===== src/rtl/bounded_deque.sv =====
// Bounded double-ended queue on a circular buffer with head index and count.
// Define BOUNDED_DEQUE_ERR_EN to add the sticky err output.
module bounded_deque #(
   parameter int WIDTH = 8,
   parameter int DEPTH = 5
) (
   input  logic                       clk,
   input  logic                       rst,
   input  logic                       push_front,
   input  logic                       push_back,
   input  logic                       pop_front,
   input  logic                       pop_back,
   input  logic [WIDTH-1:0]           din,
   output logic [WIDTH-1:0]           front,
   output logic [WIDTH-1:0]           back,
   output logic [$clog2(DEPTH+1)-1:0] count,
   output logic                       empty,
   output logic                       full
`ifdef BOUNDED_DEQUE_ERR_EN
   ,
   output logic                       err
`endif
);

   localparam int IW = $clog2(DEPTH);
   localparam int CW = $clog2(DEPTH + 1);
   localparam int SW = CW + 1;
   localparam logic [SW-1:0] D_S    = SW'(DEPTH);
   localparam logic [CW-1:0] FULL_C = CW'(DEPTH);
   localparam logic [CW-1:0] ONE_C  = CW'(1);
   localparam logic [IW-1:0] LAST_I = IW'(DEPTH - 1);

   logic [WIDTH-1:0] mem [DEPTH];
   logic [IW-1:0]    head_q, head_p, head_n, wr_idx, tail;
   logic [CW-1:0]    count_q, cnt_p, cnt_n;
   logic             pop_f, pop_b, push_f, push_b;
   logic             do_pop, do_push;

   // Sums here stay below 2*DEPTH, so one conditional subtract wraps them.
   function automatic logic [IW-1:0] wrap(input logic [SW-1:0] v);
      return (v >= D_S) ? IW'(v - D_S) : IW'(v);
   endfunction

   function automatic logic [IW-1:0] inc(input logic [IW-1:0] h);
      return (h == LAST_I) ? '0 : h + IW'(1);
   endfunction

   function automatic logic [IW-1:0] dec(input logic [IW-1:0] h);
      return (h == '0) ? LAST_I : h - IW'(1);
   endfunction

   always_comb begin
      pop_f   = pop_front;
      pop_b   = pop_back & ~pop_front;
      push_f  = push_front;
      push_b  = push_back & ~push_front;
      do_pop  = (pop_f | pop_b) && (count_q != '0);
      head_p  = head_q;
      cnt_p   = count_q;
      if (do_pop) begin
         cnt_p = count_q - ONE_C;
         if (pop_f) head_p = inc(head_q);
      end
      // Push sees the post-pop occupancy.
      do_push = (push_f | push_b) && (cnt_p != FULL_C);
      head_n  = head_p;
      cnt_n   = cnt_p;
      wr_idx  = head_p;
      if (do_push) begin
         cnt_n = cnt_p + ONE_C;
         if (push_f) begin
            head_n = dec(head_p);
            wr_idx = dec(head_p);
         end else begin
            wr_idx = wrap(SW'(head_p) + SW'(cnt_p));
         end
      end
   end

   always_comb begin
      tail = head_q;
      if (count_q != '0)
         tail = wrap(SW'(head_q) + SW'(count_q) - SW'(1));
   end

   always_ff @(posedge clk) begin
      if (rst) begin
         head_q  <= '0;
         count_q <= '0;
      end else begin
         head_q  <= head_n;
         count_q <= cnt_n;
      end
   end

   always_ff @(posedge clk) begin
      if (!rst && do_push) mem[wr_idx] <= din;
   end

   assign count = count_q;
   assign empty = (count_q == '0);
   assign full  = (count_q == FULL_C);
   assign front = empty ? '0 : mem[head_q];
   assign back  = empty ? '0 : mem[tail];

`ifdef BOUNDED_DEQUE_ERR_EN
   logic err_ev;
   logic err_q;

   assign err_ev = ((push_f | push_b) & ~do_push)
                 | ((pop_f | pop_b) & (count_q == '0));

   always_ff @(posedge clk) begin
      if (rst)         err_q <= 1'b0;
      else if (err_ev) err_q <= 1'b1;
   end

   assign err = err_q;
`endif

endmodule


===== config.mk =====
export PLATFORM = sky130hd
export DESIGN_NAME = bounded_deque
export DESIGN_NICKNAME = d
export VERILOG_FILES = /design/src/rtl/bounded_deque.sv
export SDC_FILE = /design/constraint.sdc
export NUM_CORES = 1
export LEC_CHECK = 0
export CAP_MARGIN = 20
export CORE_UTILIZATION = 40
export CTS_BUF_LIST = sky130_fd_sc_hd__clkbuf_2
export DETAILED_ROUTE_END_ITERATION = 16
export GPL_ROUTABILITY_DRIVEN = 0
export HOLD_SLACK_MARGIN = 0.12
export SETUP_SLACK_MARGIN = 0.4
export SLEW_MARGIN = 40
export SYNTH_ARGS = -nofsm -noshare
export SYNTH_HDL_FRONTEND = slang
export SYNTH_SLANG_ARGS = --single-unit

===== constraint.sdc =====
create_clock -name clk -period 4.8 [get_ports clk]
set_input_delay 0.72 -clock clk [delete_from_list [all_inputs] [get_ports clk]]
set_output_delay 0.72 -clock clk [all_outputs]
set_load 0.01 [all_outputs]

# Word level (Yosys, flattened, before mapping)
# Memory sizes are Yosys's and may differ from the RTL's. A register that Yosys moved wholly into a read port is not among the register bits.
# Index checks and enable logic that the tools add are counted.
[op_classes]
eq_ne = 3
n_mux = 18
n_lt_le_gt_ge = 2
add_sub_neg = 9
n_bitwise = 6
reduce_logical = 7
[ops]
columns = ["op", "n"]
rows = [
  ["$mux W3", 14],
  ["$mux W8", 2],
  ["$add A3 B3 Y4", 2],
  ["$ge A4 B3 Y1 const B", 2],
  ["$add A3 B1 Y3 const B", 2],
  ["$eq A3 B3 Y1 const B", 2],
  ["$logic_not A3 Y1", 2],
  ["$sub A3 B1 Y3 const B", 2],
  ["$sub A3 B3 Y3 const B", 2],
  ["$sub A4 B1 Y4 const B", 1],
  ["$logic_and A1 B1 Y1", 3],
  ["$ne A3 B3 Y1 const B", 1],
  ["$reduce_bool A3 Y1", 1],
  ["$and A1 B1 Y1", 2],
  ["$mux W1", 2],
  ["$not A1 Y1", 2],
  ["$or A1 B1 Y1", 2],
  ["$logic_not A1 Y1", 1],
]
[word_totals]
out_inout_bits = 21
n_memories = 1
register_bits = 6
ramBits = 40
elab_cells = 48
inputBits = 14
[mem_list]
columns = ["name", "depth", "width", "read_ports", "rd_clocked_by_memory_dff", "wr", "line_no", "source"]
rows = [
  ["mem", 5, 8, 2, 1, 1, "33", "logic [WIDTH-1:0] mem [DEPTH];"],
]

# Logic depth before layout (Yosys ltp)
# Gate-level depths: netlist of the first run.
[depth]
depth_word = 10
ltp_mapped = 17
depth_no_buf = 17

# Worst setup path before layout of the first run
# Ideal clock, no wire load.
[synth_path]
path_type = "reg-to-reg"
start = "reg count_q[0] (netlist: count[0])"
end = "mem mem[4][0], enable pin"
n_path_buf = 2
required_time_ps = 4415
period_less_slack_ps = 4645
arrival_ps = 4260
slack_ps = 155
setup_ps = 385
stages_incl_launch_ff = 18
cell_sequence = "dfxtp_1 -> inv_1 -> ha_1 -> nand2b_4 -> buf_12 -> buf_2 -> o21ai_0 -> xnor2_1 -> ha_1 -> fa_1 -> inv_1 -> ha_1 -> nor2b_1 -> o21ai_0 -> a211oi_1 -> mux2i_1 -> o211ai_2 -> nor3b_1"
[synth_between]
elab_chain_len = 8
elab_cells_between_ends = 19
classes_between = "add/sub: 4; order compare: 1; eq/ne: 1; mux: 8; reduce/logical: 5"
[synth_lines]
columns = ["element", "line_no", "source"]
rows = [
  ["start, declared", "35", "logic [CW-1:0] count_q, cnt_p, cnt_n;"],
  ["start signal, assigned", "92", "count_q <= cnt_n;"],
  ["parallel branches: the longest is 8 deep, another holds $add A3 B3 Y4", "n/a", ""],
  ["end, declared", "33", ""],
]
# Parallel ways; which one is timed is not known.

# Final worst setup path of the first run
[layout_path]
start = "in pop_front"
end = "mem mem[1][4], enable pin"
[layout_between]
elab_chain_len = 10
elab_cells_between_ends = 21
classes_between = "add/sub: 3; order compare: 1; eq/ne: 1; mux: 9; bitwise: 3; reduce/logical: 4"
[layout_lines]
columns = ["element", "line_no", "source"]
rows = [
  ["start, declared", "11", "input logic pop_front,"],
  ["$not A1 Y1", "54", "pop_b = pop_back & ~pop_front;"],
  ["$and A1 B1 Y1", "54", ""],
  ["$or A1 B1 Y1", "57", "do_pop = (pop_f | pop_b) && (count_q != '0);"],
  ["$logic_and A1 B1 Y1", "57", ""],
  ["$mux W3", "60", "if (do_pop) begin"],
  ["$add A3 B3 Y4 / $ne A3 B3 Y1 (equally long branches)", "75, 65", ""],
  ["$ge A4 B3 Y1 (tied with other cells)", "41", "return (v >= D_S) ? IW'(v - D_S) : IW'(v);"],
  ["$mux W3 / $logic_and A1 B1 Y1 (equally long branches)", "41, 97", ""],
  ["$mux W3 / $mux W1 (equally long branches)", "71, 97", ""],
  ["$mux W3 / $mux W1 (equally long branches)", "69, 97", ""],
]
# Several ways; a longest one is shown, not always the timed one.

==> metrics, run 1 <==
Ant. Diodes=0; count of cell types in the netlist=50; Yosys Warn Count=0; Vias/cell=5.39; mapped cell area=2960 um^2; Die Wd=88.0 um; CTS sink count=46; CP Capture Type=flop; cell count after synthesis=261; Worst slew margin=0.647; Max Slew Vio Count=0; Die ar.=7750 um^2; ys flop type=edfxtp_1; Arr. time, crit path=4.31 ns; post-synthesis async set-or-reset flop share=0; fmax=240 MHz; Vias=2216; Final period util=0.868; min-delay worst type=reg2reg; TritonCTS buffer count=5; Tmin final=4.17 ns; initial antenna violation count=0; first-pass GRT wire length=11000 um; final antenna-violating net count=0; Final #Nets=348; CTS root buf=clkbuf_2; core area=6980 um^2; Hold-fix buffers, CTS=0; worst r2r src=count[0]; Setup crit start kind=input port; WP data required=4.95 ns; CTS clk-pin slew, worst paths=0.22 ns; Setup Viol. Count Final=0; maximum number of pins on one net before global-route repair=16; worst skew pair latency=0.42 ns; drt pass-1 iters=4; Synth Net Count=295; Clock Tree Buf Depth=2; share of cells above drive strength 1=0.210; # fillers=641; Post-synth EDFFs=40; Post-route DRC=0; Initial Util=0.424; post-DP HPWL=4950 um; flop2flop setup slack=0.70 ns; # IOs=35; register area share after synthesis=0.446; R2R Path End=mem[1][4]; Final Routed Wirelength=7040 um; drt wl/cell=17.1 um; Rows=30; Worst Path Max Fanout=8; Die H=88.0 um; CTS tree=built; Final Hold Viols=0; Synth-to-Final Area Change=23.8%; register area=1330 um^2; RSZ-0062 raised after global routing=false; GRT Util Overall=0.194; worst setup path endpoint=mem[1][4]; R2R depth=18; multi-input combinational cell area=1570 um^2; DRT iter0 DRCs=156; worst slew pin tran=0.524 ns; outcome=finished, final reports clean; H-tree depth=2; Setup Crit Path Kind=in2reg; vias in the first global route=2174; Mean Syn Cell Area=11.3 um^2; grt ovf=0; count of state elements after synthesis=46; Final TNS setup=0 ns; # Max-Cap Violations=0; Worst Skew=0.0304 ns; CP startpoint=pop_front; port buffer count=34
registers in the layout, summed over array words and instances (netlist names):
register and flops:
mem 40, count 3, head_q 3
metal layers:
layer / part of all wire / global-route usage
met3: 0.050 / 0.0264
met5: 0 / 0
met4: 0.013 / 0.0513
met2: 0.49 / 0.330
met1: 0.45 / 0.263
synthesized netlist by cell type (3+ instances only):
master | number | area [um^2]
nand2b_1 | 4 | 25.0
nor3_1 | 3 | 15.0
edfxtp_1 | 40 | 1200
a21o_1 | 8 | 60.1
buf_2 | 3 | 15.0
xnor2_1 | 3 | 26.3
mux2i_1 | 18 | 180
clkbuf_1 | 4 | 15.0
nand2_1 | 24 | 90.1
mux4_2 | 8 | 180
ha_1 | 18 | 225
a21oi_1 | 32 | 160
nor3b_1 | 3 | 22.5
inv_1 | 22 | 82.6
dfxtp_1 | 6 | 120
nor2b_1 | 5 | 31.3
nor2_1 | 9 | 33.8
o21ai_0 | 10 | 50.1
worst min path at each step:
stage	start	end	slack, ns	cells after the start
after floorplan	count[0]	count[0]	0.71	3
after global placement	count[0]	count[0]	0.81	4
after detailed placement	count[0]	count[0]	0.80	4
after CTS	count[0]	count[0]	0.78	4
after global routing	count[0]	count[0]	0.81	4
final	count[0]	count[0]	0.76	4
critical path: stages:
cell and delay, ns:
clkdlybuf4s50_1 0.53, inv_1 0.08, o21ai_1 0.17, and2_1 0.18, inv_1 0.07, ha_1 0.22
fa_1 0.51, inv_1 0.09, ha_1 0.21, nor2b_1 0.19, o21ai_0 0.11, a211oi_2 0.27
mux2i_1 0.26, o211ai_2 0.18, nor4_4 0.33, buf_6 0.19
cell usage in the layout, fill, tap and decap left out, types with 2 or more instances in the layout:
cell type        Yosys  routed
o21a_1               2       2
dlymetal6s2s_1       0       8
a21o_1               8       8
mux2_2               2       2
nor2_1               9       9
inv_1               22      22
and2_1               2       2
buf_4                0      19
nand2b_1             4       4
ha_1                18      17
o21ai_0             10       9
nor2b_1              5       4
o221ai_1             2       2
edfxtp_1            40      40
clkinv_2             0       2
nor3_1               3       2
or2_2                2       2
buf_6                1       2
nand3_1              2       2
mux4_2               8       8
mux2i_1             18      18
nand2_1             24      24
dfxtp_2              0       3
nor3b_1              3       2
clkbuf_2             0       5
nor3b_2              1       2
a21oi_1             32      31
clkdlybuf4s50_1      0      26
xnor2_1              3       3
dfxtp_1              6       2
cells by family after synthesis:
| family | synth area share |
|---|---|
| buffers and inverters | 0.0499 |
| DFF | 0.446 |
| and+or+nand+nor | 0.119 |
| muxes | 0.129 |
| AOI/OAI and AO/OA | 0.154 |
| adders and majority gates | 0.0896 |
| xor gates and xnor gates | 0.0118 |
stage by stage:
stage	cells	setup slack [ns]	utilization	area [um^2]	hold WS [ns]
finish	411	0.635	0.525	3670	0.757
global route	411	0.424	0.525	3670	0.813
CTS	409	0.386	0.516	3610	0.776
detailed placement	400	0.118	0.504	3520	0.801
global placement	400	0.232	0.504	3520	0.806
floorplan	261	0.425	-	2980	0.711
repair_timing:
item                                    in CTS  in global routing
pin swaps                                    1                  2
gates resized for setup                      8                 16
gates cloned                                 1                  0
buffers inserted                             0                  2
endpoints found under the setup margin      48                 48
area by class of cell:
class / instances / area share
clock buffers: 5 / 0.00683
multi-input cells: 184 / 0.427
inverters: 22 / 0.0225
flip-flops and latches: 46 / 0.362
well taps: 96 / 0.0328
clock inverters: 3 / 0.00512
repair buffers: 55 / 0.143
Power of run 1 is left out: the tool's default activity adds up to more than one toggle a clock period on the data nets, which glitch-free logic cannot reach.
==> run 2, diff against run 1 <==
Settings changed: CORE_MARGIN set to 4.
==> metrics, run 2 (synthesis results as in run 1) <==
Vias=2246 (was 2216); maximum number of pins on one net before global-route repair=17 (was 16); worst slew pin tran=0.603 ns (was 0.524 ns); CP Capture Type=output pin (was flop); Setup crit start kind=flop (was input port); CP Buf/Inv Count=6 (was 5); Worst Skew=0.0201 ns (was 0.0304 ns); Vias/cell=5.37 (was 5.39); core area=7210 um^2 (was 6980 um^2); # Max-Cap Violations=0 (unchanged); Worst slew margin=0.594 (was 0.647); TritonCTS buffer count=5 (unchanged); Setup Viol. Count Final=0 (unchanged); CTS sink count=46 (unchanged); Die Wd=94.0 um (was 88.0 um); Post-route DRC=0 (unchanged); worst skew pair latency=0.42 ns (about the same); Final #Nets=352 (was 348); Largest Register=mem (unchanged); # IOs=35 (unchanged); Initial Util=0.410 (was 0.424); Final Routed Wirelength=7110 um (was 7040 um); Critical-path top delay cell=clkdlybuf4s50_1 (unchanged); port buffer count=34 (unchanged); Tmin final=4.34 ns (was 4.17 ns); min-delay worst type=reg2reg (unchanged); CTS tree=built (unchanged); critical-path cell list=inv_1 -> ha_1 -> inv_1 -> ha_1 -> inv_1 -> fa_1 -> xor2_1 -> buf_4 -> o211a_1 -> a21oi_1 -> nor2_1 -> buf_4 -> a21o_1 -> a21oi_1 -> clkdlybuf4s50_1 (was clkdlybuf4s50_1 -> inv_1 -> o21ai_1 -> and2_1 -> inv_1 -> ha_1 -> fa_1 -> inv_1 -> ha_1 -> nor2b_1 -> o21ai_0 -> a211oi_2 -> mux2i_1 -> o211ai_2 -> nor4_4 -> buf_6); Final period util=0.905 (was 0.868); Arr. time, crit path=3.62 ns (was 4.31 ns); # fillers=680 (was 641); Die H=94.0 um (was 88.0 um); most common cell after layout, fill and taps aside=edfxtp_1 (unchanged); fmax=230 MHz (was 240 MHz); Final TNS setup=0 ns (unchanged); initial antenna violation count=0 (unchanged); RSZ-0062 raised after global routing=true (was false); H-tree depth=2 (unchanged); DRT iter0 DRCs=82 (was 156); max reg flops=40 (unchanged); Worst Path Max Fanout=8 (unchanged); Clock Tree Buf Depth=2 (unchanged); Hold-fix buffers, CTS=0 (unchanged); Max Slew Vio Count=0 (unchanged); Slowest Stage Delay on Critical Path=0.56 ns (was 0.53 ns); vias in the first global route=2388 (was 2174); drt wl/cell=17.0 um (was 17.1 um); Rows=31 (was 30); outcome=finished, final reports clean (unchanged); drt pass-1 iters=4 (unchanged); Final Hold Viols=0 (unchanged); grt ovf=0 (unchanged); Die ar.=8840 um^2 (was 7750 um^2); Setup Crit Path Kind=reg2out (was in2reg); Ant. Diodes=0 (unchanged); cell family with most CP delay=buffers and inverters (unchanged); CTS clk-pin slew, worst paths=0.25 ns (was 0.22 ns); post-DP HPWL=5030 um (was 4950 um); CTS root buf=clkbuf_2 (unchanged); WP data required=4.08 ns (was 4.95 ns); commonest cells after routing, fill and taps aside=edfxtp_1 (40), a21oi_1 (32), clkdlybuf4s50_1 (28) (was edfxtp_1 (40), a21oi_1 (31), clkdlybuf4s50_1 (26)); GRT Util Overall=0.173 (was 0.194); Synth-to-Final Area Change=24.5% (was 23.8%); CP dominant cell by count=inv_1 (unchanged); final antenna-violating net count=0 (unchanged); share of cells above drive strength 1=0.207 (was 0.210); first-pass GRT wire length=11600 um (was 11000 um)
==> run 2: changes by cell type in the layout (fill, tap and decap cells not counted), moves of 2 or more <==
cell,before,now
buf_6,2,0
buf_4,19,24
clkdlybuf4s50_1,26,28
clkinvlp_4,0,2
dlymetal6s2s_1,8,4
clkinv_2,2,0
dlygate4sd2_1,0,2
==> run 2: per-stage QoR <==
step	hold slack (ns)	utilization	setup WS, ns	instance area [um^2]	cells
floorplan	0.711	-	0.425	2980	261
global placement	0.821	0.491	0.222	3540	405
detailed placement	0.819	0.492	0.104	3550	405
CTS	0.796	0.506	0.419	3650	417
global route	0.809	0.511	0.236	3690	418
finish	0.772	0.511	0.457	3690	418
==> run 2: routing by layer <==
| layer | GRT usage | vias up | part of all wire |
|---|---|---|---|
| met4 | 0.0409 | 0 | 0.0072 |
| met2 | 0.299 | 59 | 0.51 |
| met1 | 0.223 | 1103 | 0.43 |
| met3 | 0.0321 | 6 | 0.056 |
| met5 | 0 | - | 0 |
| li1 | - | 1078 | - |
==> run 2: path summary, 6_finish.rpt <==
kind | startpoint | to | slack [ns] | cells after the start
max | count[1] | back[1] | 0.46 | 15
min | count[0] | count[0] | 0.77 | 4
max reg2reg | count[0] | mem[1][0] | 0.52 | 18
min reg2reg | count[0] | count[0] | 0.77 | 4
==> run 2: what timing repair did <==
| action | 4_1_cts | 5_1_grt |
|---|---|---|
| setup endpoints to repair | 48 | 46 |
| endpoints found under the hold margin | 0 | 0 |
| cloned | 1 | 0 |
| buffers inserted | 3 | 1 |
| pin swaps | 0 | 1 |
| resized for setup | 6 | 7 |
==> run 2: cell type report <==
type / instances / area (um^2) / share of cell area
inverters: 22 / 82.6 / 0.0224
flip-flops and latches: 46 / 1330 / 0.360
repair buffers: 59 / 548 / 0.149
multi-input cells: 184 / 1560 / 0.422
clock inverters: 3 / 23.8 / 0.00645
well taps: 99 / 124 / 0.0336
clock buffers: 5 / 25.0 / 0.00679
==> run 2: tightest hold or removal path, cell delays in order, from the launching register on <==
cell and delay, ns:
dfxtp_4 0.43, xnor2_1 0.09, buf_4 0.15, nand2_1 0.05
a21oi_1 0.05
Power of run 2 is left out for the same reason.
